File: config.mk
export PLATFORM = sky130hd
export DESIGN_NAME = uart_tx_arbiter
export DESIGN_NICKNAME = d
export VERILOG_FILES = /design/src/rtl/uart_pkg.sv /design/src/rtl/uart_tx_arbiter_rr_pick.sv /design/src/rtl/uart_tx_arbiter.sv
export SDC_FILE = /design/constraint.sdc
export NUM_CORES = 1
export LEC_CHECK = 0
export ABC_CLOCK_PERIOD_IN_PS = 3800
export CORE_ASPECT_RATIO = 1.4
export CORE_MARGIN = 1
export CORE_UTILIZATION = 51
export CTS_BUF_LIST = sky130_fd_sc_hd__clkbuf_4
export CTS_CLUSTER_SIZE = 20
export DETAILED_ROUTE_END_ITERATION = 7
export PLACE_DENSITY = 0.91
export SYNTH_ARGS = -nofsm -noshare
export SYNTH_HDL_FRONTEND = slang
export SYNTH_SLANG_ARGS = --single-unit
File: constraint.sdc
create_clock -name clk -period 3.8 [get_ports clk]
set_input_delay 0.57 -clock clk [delete_from_list [all_inputs] [get_ports clk]]
set_output_delay 0.57 -clock clk [all_outputs]
set_load 0.05 [all_outputs]
File: src/rtl/uart_pkg.sv
// Shared definitions for the UART transmit arbiter: FSM state encoding
// and the default sizing constants used by the arbiter and its bench.
package uart_pkg;

    localparam int DEF_N_REQ        = 4;
    localparam int DEF_MAX_BURST    = 16;
    localparam int DEF_IDLE_TIMEOUT = 1024;

    // One-hot style encoding so that any corrupted value is detectably
    // different from both legal states and falls into the recovery arm.
    typedef enum logic [1:0] {
        ST_IDLE = 2'b01,
        ST_OWN  = 2'b10
    } arb_state_t;

endpackage : uart_pkg

File: src/rtl/uart_tx_arbiter_rr_pick.sv
// Combinational round-robin selector: returns a one-hot winner, searching
// upward from index ptr and wrapping around to index 0.
module rr_pick #(
    parameter int N_REQ = 4,
    parameter int PTR_W = 2
) (
    input  logic [N_REQ-1:0] req,
    input  logic [PTR_W-1:0] ptr,
    output logic [N_REQ-1:0] gnt
);

    logic found;

    // First pass covers ptr..N_REQ-1, second pass wraps to 0..ptr-1.
    always_comb begin
        // NOTE: every combinational output gets a default before any
        // conditional assignment, otherwise synthesis infers a latch.
        gnt   = '0;
        found = 1'b0;
        for (int i = 0; i < N_REQ; i++) begin
            if (!found && req[i] && (i >= int'(ptr))) begin
                gnt[i] = 1'b1;
                found  = 1'b1;
            end
        end
        for (int i = 0; i < N_REQ; i++) begin
            if (!found && req[i] && (i < int'(ptr))) begin
                gnt[i] = 1'b1;
                found  = 1'b1;
            end
        end
    end

endmodule : rr_pick

File: src/rtl/uart_tx_arbiter.sv
// Arbiter granting one of N_REQ byte streams access to a single UART
// transmitter. A grant lasts until end of message, MAX_BURST bytes, or
// IDLE_TIMEOUT stalled cycles, after which priority moves to the next index.
module uart_tx_arbiter
    import uart_pkg::*;
#(
    parameter int N_REQ        = DEF_N_REQ,
    parameter int MAX_BURST    = DEF_MAX_BURST,
    parameter int IDLE_TIMEOUT = DEF_IDLE_TIMEOUT
) (
    input  logic                 clk,
    input  logic                 rst_n,
    input  logic [N_REQ-1:0]     req_valid,
    input  logic [8*N_REQ-1:0]   req_data,
    input  logic [N_REQ-1:0]     req_last,
    output logic [N_REQ-1:0]     req_ready,
    output logic                 tx_valid,
    output logic [7:0]           tx_data,
    input  logic                 tx_ready,
    output logic [N_REQ-1:0]     grant,
    output logic                 busy
);

    localparam int PTR_W   = (N_REQ > 1) ? $clog2(N_REQ) : 1;
    localparam int BEAT_W  = $clog2(MAX_BURST + 1);
    localparam int STALL_W = $clog2(IDLE_TIMEOUT + 1);

    localparam logic [BEAT_W-1:0]  BEAT_LAST  = BEAT_W'(MAX_BURST - 1);
    localparam logic [STALL_W-1:0] STALL_LAST = STALL_W'(IDLE_TIMEOUT - 1);
    localparam logic [PTR_W-1:0]   PTR_MAX    = PTR_W'(N_REQ - 1);

    arb_state_t         state;
    logic [PTR_W-1:0]   ptr;
    logic [PTR_W-1:0]   owner_idx;
    logic [BEAT_W-1:0]  beat_cnt;
    logic [STALL_W-1:0] stall_cnt;

    logic [N_REQ-1:0]   pick_gnt;
    logic [PTR_W-1:0]   pick_idx;
    logic               owner_valid;
    logic               owner_last;
    logic               beat;
    logic [PTR_W-1:0]   ptr_next;

    rr_pick #(
        .N_REQ (N_REQ),
        .PTR_W (PTR_W)
    ) u_rr_pick (
        .req (req_valid),
        .ptr (ptr),
        .gnt (pick_gnt)
    );

    // Binary index of the selected requester, remembered for the ptr update.
    always_comb begin
        pick_idx = '0;
        for (int i = 0; i < N_REQ; i++) begin
            if (pick_gnt[i]) pick_idx = PTR_W'(i);
        end
    end

    // Owner pass-through: only the granted requester reaches the transmitter.
    always_comb begin
        tx_valid = 1'b0;
        tx_data  = 8'h00;
        for (int i = 0; i < N_REQ; i++) begin
            if (grant[i]) begin
                tx_valid = req_valid[i];
                tx_data  = req_data[8*i +: 8];
            end
        end
    end

    // grant is all-zero outside OWN, so non-owners and IDLE always see 0.
    assign req_ready   = grant & {N_REQ{tx_ready}};
    assign owner_valid = |(req_valid & grant);
    assign owner_last  = |(req_last & grant);
    assign beat        = tx_valid & tx_ready;
    assign ptr_next    = (owner_idx == PTR_MAX) ? '0 : owner_idx + 1'b1;
    assign busy        = (state == ST_OWN);

    // Arbitration FSM with grant, ptr and burst/stall counters.
    always_ff @(posedge clk or negedge rst_n) begin
        // NOTE: every register here is control state and is reset; state is
        // updated with non-blocking assignments so all registers see the
        // values from the same edge regardless of statement order.
        if (!rst_n) begin
            state     <= ST_IDLE;
            grant     <= '0;
            owner_idx <= '0;
            ptr       <= '0;
            beat_cnt  <= '0;
            stall_cnt <= '0;
        end else begin
            case (state)
                ST_IDLE: begin
                    beat_cnt  <= '0;
                    stall_cnt <= '0;
                    if (|req_valid) begin
                        grant     <= pick_gnt;
                        owner_idx <= pick_idx;
                        state     <= ST_OWN;
                    end
                end
                ST_OWN: begin
                    if (beat) begin
                        stall_cnt <= '0;
                        if (owner_last || (beat_cnt == BEAT_LAST)) begin
                            state <= ST_IDLE;
                            grant <= '0;
                            ptr   <= ptr_next;
                        end else begin
                            beat_cnt <= beat_cnt + 1'b1;
                        end
                    end else if (!owner_valid) begin
                        if (stall_cnt == STALL_LAST) begin
                            state <= ST_IDLE;
                            grant <= '0;
                            ptr   <= ptr_next;
                        end else begin
                            stall_cnt <= stall_cnt + 1'b1;
                        end
                    end else begin
                        // Owner is presenting a byte; transmitter is busy.
                        stall_cnt <= '0;
                    end
                end
                default: begin
                    state <= ST_IDLE;
                    grant <= '0;
                end
            endcase
        end
    end

endmodule : uart_tx_arbiter
==> results.cfg, run 1 <==
[outcome]
status = finished clean

[global_route]
grt_start_max_net_pins = 27
grt_antenna_before_repair = 0
grt_pass1_vias = 1767
grt_usage_pct = 24.71
grt_pass1_wl_mm = 7.258
grt-ovfl-total = 0

[routing]
drtIter0Drc = 60
routed_wl_mm = 4.626
drtPass1Iterations = 4
drc = 0
viasPerCell = 6.013
via_count = 1894
drt-wirelength-per-cell_um = 14.69
ant_nets = 0

[placement]
place.gp.congestion = 0.8536
dpl.hpwl_mm = 3.591
portBuffers = 60

[yosys]
synth_area_leaders = dfrtp_1 33%, nand2_1 5.2%, a21oi_1 5.1%
syn_avg_cell_area_um2 = 8.437
synthArstFlopShare_pct = 100.0
ys_types = 52
dominantRegCellSynth = dfrtp_1
syn_inst = 222
synth_edf_count = 0
yosysSeqAreaShare_pct = 34.80
synth.top_cell.area_share_pct = 33.40
yosys_warnings = 0
synth-seq-cells = 26
syn_nets = 271
netlist_area_mm2 = 0.001873
synth_top_area_cell = dfrtp_1

[clock_tree]
cts_tree = done
cts-root-buf = clkbuf_4
clk_latency_ps = 310
cts_buffers = 3
cts_hold_buf = 0
cts_resized = 0
post_cts_buffers = 0
clkTransAtPathRegs_ps = 130
clock_sinks = 26
ctsLongestPathBuffers = 2
htree_levels = 1

[floorplanning]
pin_count = 61
rows = 25
die_x_um = 53.22
core_mm2 = 0.003441
initial_core_util_pct = 54.44
dieArea_mm2 = 0.003923
die_h_um = 73.71

[timing]
drv_slew = 0
tns_ps = 0
rsz0062_at_grt = false
relSlewSlack_pct = 24.73
min_period_ps = 3327
fin_crit_sh_pct = 87.55
finalHoldViolCount = 0
setup-violations-final = 0
worstMarginPinSlew_ps = 1125
max_freq_mhz = 300.6
finClkSkew_ps = 4.382

[flow_run]
max-cap-violations = 0

[finish]
antenna_cells = 0
regArea_um2 = 651.9
multiInputGateArea_mm2 = 0.001129
area_growth_pct = 33.40
fill_cells = 280
drive_above_1_share_pct = 5.091
fin_nets = 325

[worst_setup_path]
crit_family = buffers and inverters
cp_num_buf_inv = 1
critical_path_depth = 6
critPathSlowestCell = clkdlybuf4s50_1
r2r_cells = 5
worstSetupEndpoint = tx_data[3]
crit_required_ps = 3230
worstSetupStartpoint = grant[1]$_DFFE_PN0P_
r2r-start = grant[2]$_DFFE_PN0P_
critPathLaunchType = register
crit_path_cell_trace = nor2b_1 -> a22oi_1 -> nor2_1 -> a21oi_1 -> o21ai_0 -> clkdlybuf4s50_1
r2r-end = ptr[1]$_DFFE_PN0P_
worstSetupPathType = register to output pin
cp-end-kind = output pin
critPathArrivalTime_ps = 2760
cpPeakStageDelay_ps = 820
reg2reg_slack_ps = 1510
crit_path_max_fanout = 17

[power_and_ir_drop]
power_density_mw_per_mm2 = 595.9
leakagePower_nw = 1.031
finalPower_mw = 1.489
ir_worst_vdd_uv = 452.3

[worst_hold_path]
hold_path_class = register to register
hold_depth = 2
## layout by cell type (no fill, tap or decap), types with 3 or more instances in the layout
master	synthesis	final
clkdlybuf4s50_1	0	60
nand2_1	26	26
dfrtp_1	25	25
a21oi_1	19	19
o21ai_0	18	18
nor2_1	14	14
inv_1	11	11
a22oi_1	9	9
and2_1	6	6
ha_1	6	6
nand3_1	5	5
nand2b_1	4	4
o22ai_1	4	4
mux2i_1	4	4
nor2b_1	3	3
and3_1	3	3
o211ai_1	3	3
xor2_1	3	3
nor3_1	3	3
a21o_1	3	3
nor4_1	3	3
a32o_1	3	3
clkbuf_4	0	3
## layer usage
layer  part of all wire [%]  global-route usage, %  wire, um  vias up
li1                       -                      -         -      929
met1                     37                  24.74      1726      871
met2                     51                  46.81      2357       84
met3                    9.9                  5.176       457       10
met4                    1.8                  10.53        85        0
met5                      0                      0         0        -
## final cells by class
cell class	instances	area share, %
Clock buffer	3	0.9014
Clock inverter	1	0.1502
Inverter	11	1.652
Multi-Input combinational cell	174	45.17
Sequential cell	26	26.09
Tap cell	40	2.003
Timing Repair Buffer	60	24.04
## power breakdown
part           total, mW  leakage (nW)  internal, mW  switching (mW)
Combinational      0.962         0.662         0.352           0.610
Clock              0.116        0.0154        0.0384          0.0773
Sequential         0.411         0.354         0.325          0.0859
## logic make-up after synthesis
logic type / Yosys count / share of synthesized area (%)
buf+inv: 22 / 4.943
flops: 26 / 34.80
xor+xnor: 3 / 1.403
fa+ha+maj: 6 / 4.008
compound gates: 78 / 28.39
simple gates: 81 / 23.11
mux: 6 / 3.340
## stage by stage
stage / std cells / utilization (%) / hold slack [ps] / cell area, um2 / setup slack [ps]
after global routing: 315 / 72.62 / 553.3 / 2499 / 203.5
after detailed placement: 311 / 71.85 / 482.2 / 2472 / 673.0
final: 315 / 72.62 / 510.8 / 2499 / 472.9
after global placement: 311 / 71.85 / 466.0 / 2472 / 684.3
after CTS: 315 / 72.62 / 514.7 / 2499 / 432.2
after floorplan: 222 / - / 274.4 / 1873 / 820.7
## sequential cells by signal, summed over array words and instances, names as in the netlist
register	cells
state	2
owner_idx	2
beat_cnt	5
grant	4
stall_cnt	11
ptr	2
## tightest hold or removal path: stages, from the launching register on
cell and delay, ps:
dfrtp_1 380, nand2_1 60, nand2_1 50
## worst min-delay path by stage
| stage | endpoint | start |
|---|---|---|
| after CTS | owner_idx[1]$_DFFE_PN0P_ | owner_idx[1]$_DFFE_PN0P_ |
| after detailed placement | owner_idx[1]$_DFFE_PN0P_ | owner_idx[1]$_DFFE_PN0P_ |
| final | owner_idx[1]$_DFFE_PN0P_ | owner_idx[1]$_DFFE_PN0P_ |
| after floorplan | beat_cnt[0]$_DFFE_PN0P_ | rst_n |
| after global routing | owner_idx[0]$_DFFE_PN0P_ | owner_idx[0]$_DFFE_PN0P_ |
| after global placement | owner_idx[1]$_DFFE_PN0P_ | owner_idx[1]$_DFFE_PN0P_ |
## cells in the mapped netlist, types with 3 or more instances
master / number
nand2_1: 26
dfrtp_1: 25
a21oi_1: 19
o21ai_0: 18
nor2_1: 14
inv_1: 11
a22oi_1: 9
clkbuf_1: 7
and2_1: 6
ha_1: 6
nand3_1: 5
mux2i_1: 4
nand2b_1: 4
o22ai_1: 4
a21o_1: 3
a32o_1: 3
and3_1: 3
nor2b_1: 3
nor3_1: 3
nor4_1: 3
o211ai_1: 3
xor2_1: 3
Note: power is estimated with default switching activity, not from simulation.
==> run 2: changes to the inputs <==
--- a/config.mk
+++ b/config.mk
@@ -8,11 +8,13 @@
 export ABC_CLOCK_PERIOD_IN_PS = 3800
 export CORE_ASPECT_RATIO = 1.4
 export CORE_MARGIN = 1
-export CORE_UTILIZATION = 51
+export CORE_UTILIZATION = 60
 export CTS_BUF_LIST = sky130_fd_sc_hd__clkbuf_4
 export CTS_CLUSTER_SIZE = 20
 export DETAILED_ROUTE_END_ITERATION = 7
-export PLACE_DENSITY = 0.91
+export DONT_BUFFER_PORTS = 1
+export GPL_ROUTABILITY_DRIVEN = 0
+export PLACE_DENSITY = 0.8
 export SYNTH_ARGS = -nofsm -noshare
 export SYNTH_HDL_FRONTEND = slang
 export SYNTH_SLANG_ARGS = --single-unit
==> run 2 against run 1 <==
Net effect: cell area decreased by 20%; hold slack worse by 480 ps; flip-flop and latch count is the same; combinational power is 13% lower; die area is 15% lower; wire length shrank 4.5%.
==> results.cfg, run 2 (synthesized netlist as in run 1, its figures left out) <==
[floorplanning]
rows = 23
dieArea_mm2 = 0.003352
die_x_um = 49.22
pin_count = 61
die_h_um = 68.11
initial_core_util_pct = 64.44
core_mm2 = 0.002907

[routing]
drc = 0
drtPass1Iterations = 4
routed_wl_mm = 4.416
viasPerCell = 6.536
ant_nets = 0
drtIter0Drc = 46
via_count = 1719
drt-wirelength-per-cell_um = 16.79

[clock_tree]
clkTransAtPathRegs_ps = 140
cts_tree = done
cts-root-buf = clkbuf_4
ctsLongestPathBuffers = 2
cts_buffers = 3
clk_latency_ps = 330
htree_levels = 1
post_cts_buffers = 0
clock_sinks = 26

[global_route]
grt_pass1_wl_mm = 6.906
grt_pass1_vias = 1608
grt_usage_pct = 26.97
grt_antenna_before_repair = 0
grt_start_max_net_pins = 26
grt-ovfl-total = 0

[finish]
area_growth_pct = 6.213
fin_nets = 276
largest_register = stall_cnt
top_regs = stall_cnt x11, beat_cnt x5, grant x4
final_common_cell = nand2_1
drive_above_1_share_pct = 11.06
layout_common_cells = 26 x nand2_1, 25 x dfrtp_1, 19 x a21oi_1, 14 x nor2_1, 14 x o21ai_0
antenna_cells = 0
largest_reg_flops = 11

[timing]
drv_slew = 0
setup-violations-final = 0
fin_crit_sh_pct = 76.75
finClkSkew_ps = 1.427
max_freq_mhz = 342.9
worstMarginPinSlew_ps = 1049
finalHoldViolCount = 0
worst_slack_ps = 883.5
relSlewSlack_pct = 30.04
hold_ws_ps = 28.45
tns_ps = 0
min_period_ps = 2917
rsz0062_at_grt = false

[worst_setup_path]
worstSetupPathType = register to output pin
crit_path_cell_trace = nor2b_1 -> a22oi_1 -> nor2_1 -> a21oi_1 -> o21ai_1 -> buf_4
cpPeakStageDelay_ps = 740
crit_path_max_fanout = 17
cp-end-kind = output pin
crit_required_ps = 3230
critPathArrivalTime_ps = 2350
critPathSlowestCell = dfrtp_1
r2r_cells = 5
critPathLaunchType = register
reg2reg_slack_ps = 1290

[power_and_ir_drop]
power_density_mw_per_mm2 = 700.4
p_sw_share_pct = 54.58
power_frac_seq_pct = 31.0
leakagePower_nw = 0.8662
p_switching_uw = 760.5
p_int_uw = 632.8
clockPowerShare_pct = 8.8
ir_worst_vdd_uv = 407.6
power_frac_comb_pct = 60.2

[placement]
pre_cts_ws_ps = 1251
dpl.hpwl_mm = 3.336
portBuffers = 0

[worst_hold_path]
hold_path_class = input port to async pin

[outcome]
status = finished clean

[flow_run]
max-cap-violations = 0
## run 2: cell count changes in the layout (fill, tap and decap cells not counted), sizes merged
cell           previous run  this run
buf                       0        11
clkdlybuf4s50            60         0
## run 2: power by group through the flow
stage	Combinational [mW]	Clock (mW)	Sequential (mW)
floorplan	0.664	0	0.413
finish	0.839	0.123	0.432
CTS	0.838	0.126	0.431
detailed placement	0.823	0	0.438
global route	0.906	0.138	0.442
global placement	0.805	0	0.429
## run 2: area by class of cell
| class | instances | area, um2 |
|---|---|---|
| Tap cell | 37 | 46.29 |
| Timing Repair Buffer | 11 | 95.09 |
| Clock inverter | 1 | 3.754 |
| Inverter | 11 | 41.29 |
| Sequential cell | 26 | 651.9 |
| Fill cell | 244 | 917.1 |
| Multi-Input combinational cell | 174 | 1129 |
| Clock buffer | 3 | 22.52 |
## run 2: what timing repair did
| item | 4_1_cts | 5_1_grt |
|---|---|---|
| endpoints found under the hold margin | 25 | 0 |
| hold buffers | 1 | 0 |
| setup endpoints to repair | 0 | 0 |
| resized for setup | 0 | 0 |
## run 2: stage by stage
step	utilization (%)	power, mW	instance area (um2)	instances
3_5_place_dp	66.85	1.261	1943	258
3_3_place_gp	66.85	1.235	1943	258
6_report	68.45	1.393	1989	263
4_1_cts	68.45	1.396	1989	263
2_1_floorplan	-	1.078	1873	222
5_1_grt	68.45	1.486	1989	263
## run 2: metal layers
layer	share of wire, %	wire [um]	track usage, %
met1	39	1737	28.71
met2	52	2288	52.40
met3	6.0	266	2.889
met4	2.8	124	13.60
met5	0	0	0
## run 2: worst max-delay path, delay by kind of cell (launching register included)
family	cells	cell delay, ps
flops	1	740
compound gates	3	340
simple gates	2	690
buf+inv	1	240
## run 2: path summary, 6_finish.rpt
kind                                            end                startpoint
setup / recovery                         tx_data[2]      grant[1]$_DFFE_PN0P_
hold / removal                 grant[1]$_DFFE_PN0P_                     rst_n
setup reg to reg                 ptr[1]$_DFFE_PN0P_      grant[3]$_DFFE_PN0P_
hold reg to reg            owner_idx[1]$_DFFE_PN0P_  owner_idx[1]$_DFFE_PN0P_
max in group asynchronous  owner_idx[1]$_DFFE_PN0P_                     rst_n
min in group clk           owner_idx[1]$_DFFE_PN0P_  owner_idx[1]$_DFFE_PN0P_
